File: config.mk
export PLATFORM = sky130hd
export DESIGN_NAME = act_unit
export DESIGN_NICKNAME = d
export VERILOG_FILES = /design/src/rtl/act_pkg.sv /design/src/rtl/act_lane.sv /design/src/rtl/act_unit.sv
export SDC_FILE = /design/constraint.sdc
export NUM_CORES = 2
export LEC_CHECK = 0
export ABC_CLOCK_PERIOD_IN_PS = 5550
export CAP_MARGIN = 10
export CORE_ASPECT_RATIO = 1.75
export CORE_MARGIN = 2
export CORE_UTILIZATION = 40
export CTS_CLUSTER_DIAMETER = 40
export DETAILED_ROUTE_END_ITERATION = 10
export SLEW_MARGIN = 20
export SYNTH_ARGS = -nofsm -noshare
export SYNTH_HDL_FRONTEND = slang
export SYNTH_SLANG_ARGS = --single-unit
File: constraint.sdc
create_clock -name clk -period 5.55 [get_ports clk]
set_input_delay 1.3875 -clock clk [delete_from_list [all_inputs] [get_ports clk]]
set_output_delay 1.3875 -clock clk [all_outputs]
set_load 0.01 [all_outputs]
File: src/rtl/act_pkg.sv
// act_pkg: shared types and constants for the activation stage.
//   act_mode_e     activation mode carried with every beat
//   ACT_MODE_W     width of the mode field
//   ACT_SAT_CNT_W  width of the saturation event counter
package act_pkg;

   localparam int ACT_MODE_W    = 2;
   localparam int ACT_SAT_CNT_W = 16;

   typedef enum logic [ACT_MODE_W-1:0] {
      ACT_BYPASS = 2'b00,
      ACT_RELU   = 2'b01,
      ACT_LEAKY  = 2'b10,
      ACT_CLAMP  = 2'b11
   } act_mode_e;

endpackage

File: src/rtl/act_lane.sv
// act_lane: one-lane activation datapath, two register stages.
//   S1 captures the operand, mode, clamp ceiling, the full-width leak product
//   and the sign/compare flags. S2 rounds, saturates and selects the result.
// Ports:
//   clk, rst_n     clock, async active-low reset
//   s1_ld, s2_ld   stage load strobes from the handshake control
//   en             lane enable of the incoming beat
//   x              signed operand
//   mode           activation mode of the incoming beat
//   leak, clamp_hi signed Q(DATA_W-FRAC_W).FRAC_W leak factor / clamp ceiling
//   y, y_en        registered result and its lane enable
//   sat            result was saturated (LEAKY overflow on an enabled lane)
module act_lane
   import act_pkg::*;
#(
   parameter int DATA_W = 16,
   parameter int FRAC_W = 8
) (
   input  logic              clk,
   input  logic              rst_n,
   input  logic              s1_ld,
   input  logic              s2_ld,
   input  logic              en,
   input  logic [DATA_W-1:0] x,
   input  act_mode_e         mode,
   input  logic [DATA_W-1:0] leak,
   input  logic [DATA_W-1:0] clamp_hi,
   output logic [DATA_W-1:0] y,
   output logic              y_en,
   output logic              sat
);

   localparam int PW = 2*DATA_W;
   localparam logic signed [PW-1:0]   RND  = signed'(PW'(1) << (FRAC_W-1));
   localparam logic [DATA_W-1:0]      MAXV = {1'b0, {(DATA_W-1){1'b1}}};
   localparam logic [DATA_W-1:0]      MINV = {1'b1, {(DATA_W-1){1'b0}}};

   logic signed [DATA_W-1:0] x_s;
   logic signed [DATA_W-1:0] leak_s;
   logic signed [DATA_W-1:0] hi_s;
   logic signed [PW-1:0]     prod_c;

   assign x_s    = signed'(x);
   assign leak_s = signed'(leak);
   assign hi_s   = signed'(clamp_hi);
   assign prod_c = PW'(x_s) * PW'(leak_s);

   logic                 s1_en;
   act_mode_e            s1_mode;
   logic [DATA_W-1:0]    s1_x;
   logic [DATA_W-1:0]    s1_hi;
   logic signed [PW-1:0] s1_prod;
   logic                 s1_neg;
   logic                 s1_hi_neg;
   logic                 s1_gt_hi;

   always_ff @(posedge clk or negedge rst_n) begin
      if (!rst_n) begin
         s1_en     <= 1'b0;
         s1_mode   <= ACT_BYPASS;
         s1_x      <= '0;
         s1_hi     <= '0;
         s1_prod   <= '0;
         s1_neg    <= 1'b0;
         s1_hi_neg <= 1'b0;
         s1_gt_hi  <= 1'b0;
      end else if (s1_ld) begin
         s1_en     <= en;
         s1_mode   <= mode;
         s1_x      <= x;
         s1_hi     <= clamp_hi;
         s1_prod   <= prod_c;
         s1_neg    <= x[DATA_W-1];
         s1_hi_neg <= clamp_hi[DATA_W-1];
         s1_gt_hi  <= (x_s > hi_s);
      end
   end

   // Rounded product; it fits DATA_W bits only if every bit from the sign
   // bit of the narrow result upward is identical.
   logic signed [PW-1:0]   sum_c;
   logic signed [PW-1:0]   shf_c;
   logic [PW-DATA_W:0]     top_c;
   logic                   ovf_c;
   logic [DATA_W-1:0]      res_c;
   logic                   sat_c;

   assign sum_c = s1_prod + RND;
   assign shf_c = sum_c >>> FRAC_W;
   assign top_c = shf_c[PW-1:DATA_W-1];
   assign ovf_c = !((&top_c) | ~(|top_c));

   always_comb begin
      res_c = '0;
      sat_c = 1'b0;
      if (s1_en) begin
         case (s1_mode)
            ACT_BYPASS: res_c = s1_x;
            ACT_RELU:   res_c = s1_neg ? '0 : s1_x;
            ACT_LEAKY: begin
               if (!s1_neg) begin
                  res_c = s1_x;
               end else if (ovf_c) begin
                  res_c = shf_c[PW-1] ? MINV : MAXV;
                  sat_c = 1'b1;
               end else begin
                  res_c = shf_c[DATA_W-1:0];
               end
            end
            ACT_CLAMP: begin
               // A negative operand or ceiling collapses to zero.
               if (s1_neg || s1_hi_neg) res_c = '0;
               else if (s1_gt_hi)       res_c = s1_hi;
               else                     res_c = s1_x;
            end
            default: res_c = s1_x;
         endcase
      end
   end

   always_ff @(posedge clk or negedge rst_n) begin
      if (!rst_n) begin
         y    <= '0;
         y_en <= 1'b0;
         sat  <= 1'b0;
      end else if (s2_ld) begin
         y    <= res_c;
         y_en <= s1_en;
         sat  <= sat_c;
      end
   end

endmodule

File: src/rtl/act_unit.sv
// act_unit: N-lane pipelined activation stage (bypass / ReLU / leaky ReLU /
// clamped ReLU) with valid/ready handshake and backpressure.
// Optional feature macro: ACT_SAT_CNT_EN adds sat_cnt / sat_cnt_clr.
// Ports:
//   clk, rst_n                  clock, async active-low reset
//   in_valid, in_ready          input handshake
//   in_lane_en, in_data         per-lane enables and signed data of the beat
//   in_mode, in_leak,
//   in_clamp_hi                 per-beat activation settings
//   out_valid, out_ready        output handshake
//   out_lane_en, out_data       lane enables and results of the output beat
//   sat_cnt, sat_cnt_clr        saturation event count / clear (macro only)
module act_unit
   import act_pkg::*;
#(
   parameter int N      = 4,
   parameter int DATA_W = 16,
   parameter int FRAC_W = 8
) (
   input  logic                  clk,
   input  logic                  rst_n,
   input  logic                  in_valid,
   output logic                  in_ready,
   input  logic [N-1:0]          in_lane_en,
   input  logic [N*DATA_W-1:0]   in_data,
   input  logic [ACT_MODE_W-1:0] in_mode,
   input  logic [DATA_W-1:0]     in_leak,
   input  logic [DATA_W-1:0]     in_clamp_hi,
   output logic                  out_valid,
   input  logic                  out_ready,
   output logic [N-1:0]          out_lane_en,
   output logic [N*DATA_W-1:0]   out_data
`ifdef ACT_SAT_CNT_EN
   ,
   output logic [ACT_SAT_CNT_W-1:0] sat_cnt,
   input  logic                     sat_cnt_clr
`endif
);

   logic s1_valid;
   logic s2_valid;
   logic s1_adv;
   logic s2_adv;
   logic s1_ld;
   logic s2_ld;

   assign s2_adv    = !s2_valid || out_ready;
   assign s1_adv    = !s1_valid || s2_adv;
   assign in_ready  = s1_adv;
   assign s1_ld     = in_valid && s1_adv;
   assign s2_ld     = s1_valid && s2_adv;
   assign out_valid = s2_valid;

   always_ff @(posedge clk or negedge rst_n) begin
      if (!rst_n) begin
         s1_valid <= 1'b0;
         s2_valid <= 1'b0;
      end else begin
         if (s1_adv) s1_valid <= in_valid;
         if (s2_adv) s2_valid <= s1_valid;
      end
   end

   act_mode_e    mode_in;
   logic [N-1:0] lane_sat;

   assign mode_in = act_mode_e'(in_mode);

   for (genvar i = 0; i < N; i++) begin : g_lane
      act_lane #(
         .DATA_W (DATA_W),
         .FRAC_W (FRAC_W)
      ) u_lane (
         .clk      (clk),
         .rst_n    (rst_n),
         .s1_ld    (s1_ld),
         .s2_ld    (s2_ld),
         .en       (in_lane_en[i]),
         .x        (in_data[i*DATA_W +: DATA_W]),
         .mode     (mode_in),
         .leak     (in_leak),
         .clamp_hi (in_clamp_hi),
         .y        (out_data[i*DATA_W +: DATA_W]),
         .y_en     (out_lane_en[i]),
         .sat      (lane_sat[i])
      );
   end

`ifdef ACT_SAT_CNT_EN
   localparam int SUM_W = $clog2(N+1);

   logic [SUM_W-1:0]         sat_sum;
   logic [ACT_SAT_CNT_W:0]   cnt_next;

   always_comb begin
      sat_sum = '0;
      for (int i = 0; i < N; i++) begin
         sat_sum = sat_sum + SUM_W'(lane_sat[i]);
      end
   end

   assign cnt_next = {1'b0, sat_cnt} + (ACT_SAT_CNT_W+1)'(sat_sum);

   // Events are counted once per consumed beat, so a stalled beat is not
   // counted repeatedly. Clear wins over a same-cycle increment.
   always_ff @(posedge clk or negedge rst_n) begin
      if (!rst_n) begin
         sat_cnt <= '0;
      end else if (sat_cnt_clr) begin
         sat_cnt <= '0;
      end else if (out_valid && out_ready) begin
         sat_cnt <= cnt_next[ACT_SAT_CNT_W] ? '1 : cnt_next[ACT_SAT_CNT_W-1:0];
      end
   end
`else
   logic unused_sat;
   assign unused_sat = ^lane_sat;
`endif

endmodule

Word-level counts from Yosys, hierarchy flattened --
Index checks and enable logic that the tools add are counted.
Cells by class: magnitude comparators 4, reduce and logical (&&, ||, !) cells 19, bitwise logic cells 8, add/subtract/negate cells 4, multipliers 4, muxes and demuxes 32, equality and inequality tests 3
Operators with widths (count):
- 2-to-1 mux 16 bit | 28
- one-hot mux 16 bit (4 select lines) | 4
- adder 32 x 9 -> 32 bit (second input constant) | 4
- multiplier 16 x 16 -> 32 bit | 4
- greater-than comparator 16 bit | 4
- AND reduction 9 bit | 4
- OR reduction 9 bit | 4
- logical OR 1 bit | 6
- == test 2 bit (second input constant) | 2
- NOT 1 bit | 4
- bitwise OR 1 bit | 4
- == test 2 x 1 -> 1 bit (second input constant) | 1
- logical AND 1 bit | 2
- zero test 1 bit | 2
- zero test 2 bit | 1
Word-level totals: flip-flop bits (word level) 293, logic and storage cells 107, bits of input ports 106, output and inout port bits 70

Depth between registers and ports, before layout --
depth after elaboration 8, gate-level depth with buffers 26, depth with buffers taken out 24

By module --
From an unflattened synthesis, not the netlist that was laid out.
Second synthesis, totals: cell total of the unflattened synthesis 5914, area total of the unflattened synthesis 56475.4 um^2
By module, submodules not included:
- act_lane (g_lane[1].u_lane ...) | area each 14058.5 um^2, seq. area each 1976.9 um^2, cells each 1450, times used 2
- act_lane (g_lane[3].u_lane) | area each 14239.9 um^2, seq. area each 1976.9 um^2, cells each 1513, times used 1
- act_lane (g_lane[0].u_lane) | area each 14014.7 um^2, seq. area each 1976.9 um^2, cells each 1493, times used 1
- act_unit | area each 103.8 um^2, seq. area each 50.0 um^2, cells each 8, times used 1

Worst setup path before layout --
No wires, ideal clock.
path kind input to register, from in in_leak[7], to reg g_lane[0].u_lane.s1_prod[28], library setup time 0.131 ns, arrival time 7.296 ns, stages 24, data required time 5.419 ns, path slack -1.877 ns, cell sequence clkbuf_1 > clkbuf_1 > nand2_1 > fa_1 > inv_1 > fa_1 > inv_1 > fa_1 > inv_1 > fa_1 > fa_1 > inv_1 > fa_1 > inv_1 > ha_1 > a21o_1 > a21o_1 > a21oi_1 > nand2_1 > a21oi_1 > o31ai_1 > a221o_1 > and4_1 > or3_1
Between the ends: longest elaborated chain between the ends 1
Ends and longest elaborated chain:
- start: declaration | line act_unit.sv:27 | input logic [DATA_W-1:0] in_leak,
- multiplier 16 x 16 -> 32 bit | line act_lane.sv:46 | assign prod_c = PW'(x_s) * PW'(leak_s);
- end signal: assignment | line act_lane.sv:72 | s1_prod <= prod_c;
- end: declaration | line act_lane.sv:52 | logic signed [PW-1:0] s1_prod;
Every way passes these cells. A chain may end at the register's enable or synchronous reset.

Worst setup path after layout --
from in in_leak[6], to reg g_lane[1].u_lane.s1_prod[27]
Between the ends: longest elaborated chain between the ends 1
Ends and longest elaborated chain (line):
- multiplier 16 x 16 -> 32 bit | act_lane.sv:46
- end signal: assignment | act_lane.sv:72
- end: declaration | act_lane.sv:52
Every way passes these cells.

==> impl_metrics.py <==
metrics = {
    "worst_setup_path": {
        "critPathArrivalTime_ps": 7040,
        "crit_fanout": 5,
        "path_depth": 24,
        "path_cells": "buf_12 -> buf_12 -> buf_12 -> and2_4 -> fa_1 -> inv_1 -> fa_1 -> inv_2 -> fa_1 -> fa_2 -> fa_1 -> inv_1 -> fa_1 -> inv_2 -> ha_4 -> a21o_1 -> a21oi_2 -> nor2b_2 -> o311a_4 -> buf_6 -> or3_4 -> a21oi_2 -> xor2_1 -> o21ai_1",
        "regToRegEndpoint": "g_lane[2].u_lane.y[11]",
        "endpoint_kind": "flip-flop",
        "cp.required_ps": 5990,
        "rrSetupSlack_ps": 1670,
        "reg2reg_from": "g_lane[2].u_lane.s1_prod[14]",
        "crit_path_frequent_cell": "fa_1",
        "crit_path_end": "g_lane[1].u_lane.s1_prod[27]",
        "critPathKind": "in -> reg",
        "rr_worst_depth": 9,
        "path_delay_family": "adder cells",
        "slowest_delay_ps": 570,
        "critical_path.slowest_cell": "fa_1",
        "crit_start": "in_leak[6]",
        "path_buf_inv": 8,
        "crit_path_start_kind": "input pin",
    },
    "route": {
        "num_vias": 44200,
        "postRouteAntennaNets": 0,
        "wl_um": 181000,
        "dr.pass1.iters": 6,
        "drc": 0,
        "viasPerCell": 5.24,
        "drt-initial-drc-count": 3340,
        "routedWlPerCell_um": 21.5,
    },
    "die": {
        "io_pins": 176,
        "die_h_um": 484,
        "dieArea_sq_um": 135000,
        "initial_core_util_pct": 40.2,
        "row_count": 176,
        "die_x_um": 278,
        "coreArea_sq_um": 131000,
    },
    "yosys": {
        "netlist-cell-type-count": 77,
        "synth_top_area_share_pct": 39.7,
        "ys_async_sr_fraction_pct": 100,
        "yosysTopAreaCell": "fa_1",
        "ys_seq_area_share_pct": 12.4,
        "synth_nets": 7389,
        "ys_top_cells_by_area": "fa_1 40%, dfrtp_1 12%, ha_1 9.1%",
        "synth_ff_type": "dfrtp_1",
        "syn_inst": 5855,
        "synth-edff-count": 0,
        "synth_area_sq_um": 52600,
        "ys_ff_latch": 260,
        "synth_area_per_cell_sq_um": 8.99,
        "yosys_warnings": 0,
    },
    "cells_and_area": {
        "seq_area_sq_um": 6510,
        "fin_nets": 8230,
        "multi_input_area_sq_um": 43200,
        "fin_util_pct": 52.2,
        "layout_commonest_cell": "inv_1",
        "drive_above_1_share_pct": 23.8,
        "n_fill_cell": 11900,
        "area_delta_synth_final_pct": 30.1,
        "final_cell_mix": "1,075 x inv_1, 956 x fa_1, 890 x nand2_1",
    },
    "sta": {
        "fin_crit_sh_pct": 119,
        "period_needed_ps": 6600,
        "slew_headroom_pct": 11.9,
        "rsz0062_at_grt": "true",
        "setup-violations-final": 87,
        "clock_skew_ps": 33.5,
        "hold_violations": 0,
        "clock.fmax_ghz": 0.152,
        "slew_violations": 0,
        "tightest_slew_ps": 1290,
        "setup_ws_ps": -1050,
    },
    "outcome": {
        "status": "finished, violations left",
        "violations": "negative setup slack",
    },
    "global_route": {
        "met1_usage_pct": 30.8,
        "grt_usage_pct": 26.8,
        "grt_pass1_vias": 47900,
        "grt_max_degree": 124,
        "antenna_found_initial": 12,
        "met2_usage_pct": 47.0,
        "grt_busiest_layer": "met2",
        "gr-total-overflow": 0,
        "grt_pass1_wl_um": 273000,
        "gr-usage-met3_pct": 4.82,
    },
    "clock_network": {
        "clk_path_buf_depth": 3,
        "clock_tree.root_cell": "clkbuf_16",
        "cts_tree": "yes",
        "clock_latency_ps": 580,
        "hold_buffers": 0,
        "clock_sinks": 260,
        "cts_buffers": 40,
        "clk_pin_slew_ps": 60,
        "cts_max_level": 2,
    },
    "hold_path": {
        "hold_path.class": "reg -> reg",
    },
    "flow_run": {
        "cap_violations": 0,
    },
    "placed_design": {
        "gp_congestion": 0.912,
        "dp_hpwl_um": 137000,
        "port_buffers": 175,
    },
}
==> cell usage after synthesis (46+ instances only) <==
cell type  instances
xor2_1            70
xnor2_1          119
nand3_1           46
o21ai_0          195
inv_1           1175
clkbuf_1         244
a21oi_1          132
fa_1            1044
nor2_1           172
ha_1             384
nand2_1          928
and2_1           490
dfrtp_1          260
==> layer usage <==
metal	vias up	part of all wire (%)	routed length, um
met5	-	0.022	39
li1	19600	-	-
met1	22500	36	65400
met4	6	6.8	12300
met2	1569	50	89900
met3	493	7.2	13000
==> layout make-up <==
type                    instances  share of cell area [%]
inverters                    1175                    6.47
flip-flops and latches        260                    9.51
well taps                    1691                    3.09
clock buffers                  49                    1.60
multi-input cells            4149                    63.1
repair buffers               1070                    15.8
clock inverters                23                   0.404
diodes                          6                  0.0219
==> how the worst min path moves through the flow <==
stage                                   from                        to  cells after the start  slack, ps
floorplan           g_lane[1].u_lane.s1_x[0]  g_lane[1].u_lane.s1_x[0]                      2        440
global placement    g_lane[3].u_lane.s1_x[1]  g_lane[3].u_lane.s1_x[1]                      2        460
detailed placement    g_lane[1].u_lane.y[15]    g_lane[1].u_lane.y[15]                      2        460
CTS                 g_lane[3].u_lane.s1_x[1]  g_lane[3].u_lane.s1_x[1]                      2        480
global route        g_lane[3].u_lane.s1_x[1]  g_lane[3].u_lane.s1_x[1]                      2        500
finish              g_lane[3].u_lane.s1_x[1]  g_lane[3].u_lane.s1_x[1]                      2        480
==> registers in the layout, summed over array words and instances (netlist names) <==
name                     flops
g_lane.u_lane.s1_mode        2
g_lane.u_lane.y             64
g_lane.u_lane.s1_x          61
g_lane.u_lane.s1_neg         3
s1_valid                     1
g_lane.u_lane.s1_hi_neg      1
out_valid                    1
g_lane.u_lane.s1_hi         15
g_lane.u_lane.s1_prod      100
g_lane.u_lane.s1_gt_hi       4
g_lane.u_lane.s1_en          4
g_lane.u_lane.y_en           4
==> repair_timing <==
item                                    CTS  global route
setup buffers                           122            78
gates resized for setup                 498           437
pin swaps                               255           254
gates cloned                             25            12
endpoints found under the setup margin   96            95
==> per-stage QoR <==
step                      instance area (sq um)  setup WS (ps)  hold WS [ps]  TNS, ps  cells
after floorplan                           54100          -1350           444   -66060   5855
after global placement                    62100          -2040           458  -151520   8124
after detailed placement                  62100          -2120           463  -156250   8124
after CTS                                 66200          -1020           476   -59950   8341
after global routing                      68400          -1180           496   -72360   8418
final                                     68400          -1050           476   -58180   8423
==> worst reg2reg max path: stages, from the launching register on <==
cell       delay [ps]
dfrtp_1           560
nand4_1           200
or3_1             500
nor3_4            280
nand2_1            70
mux2_2            270
or4_4             640
a2111oi_4         970
nor2b_1           110
a31oi_1           200
==> cells by family after synthesis <==
family / synth area share [%]
XOR/XNOR: 3.15
AND/OR/NAND/NOR: 17.0
flip-flops: 12.4
AO/OA/AOI/OAI: 7.93
multiplexers: 0.304
buffers and inverters: 10.4
adder cells (fa/ha/maj): 48.9
Power is left out: the tool's default activity adds up to more than one toggle a clock period on the data nets, which glitch-free logic cannot reach.
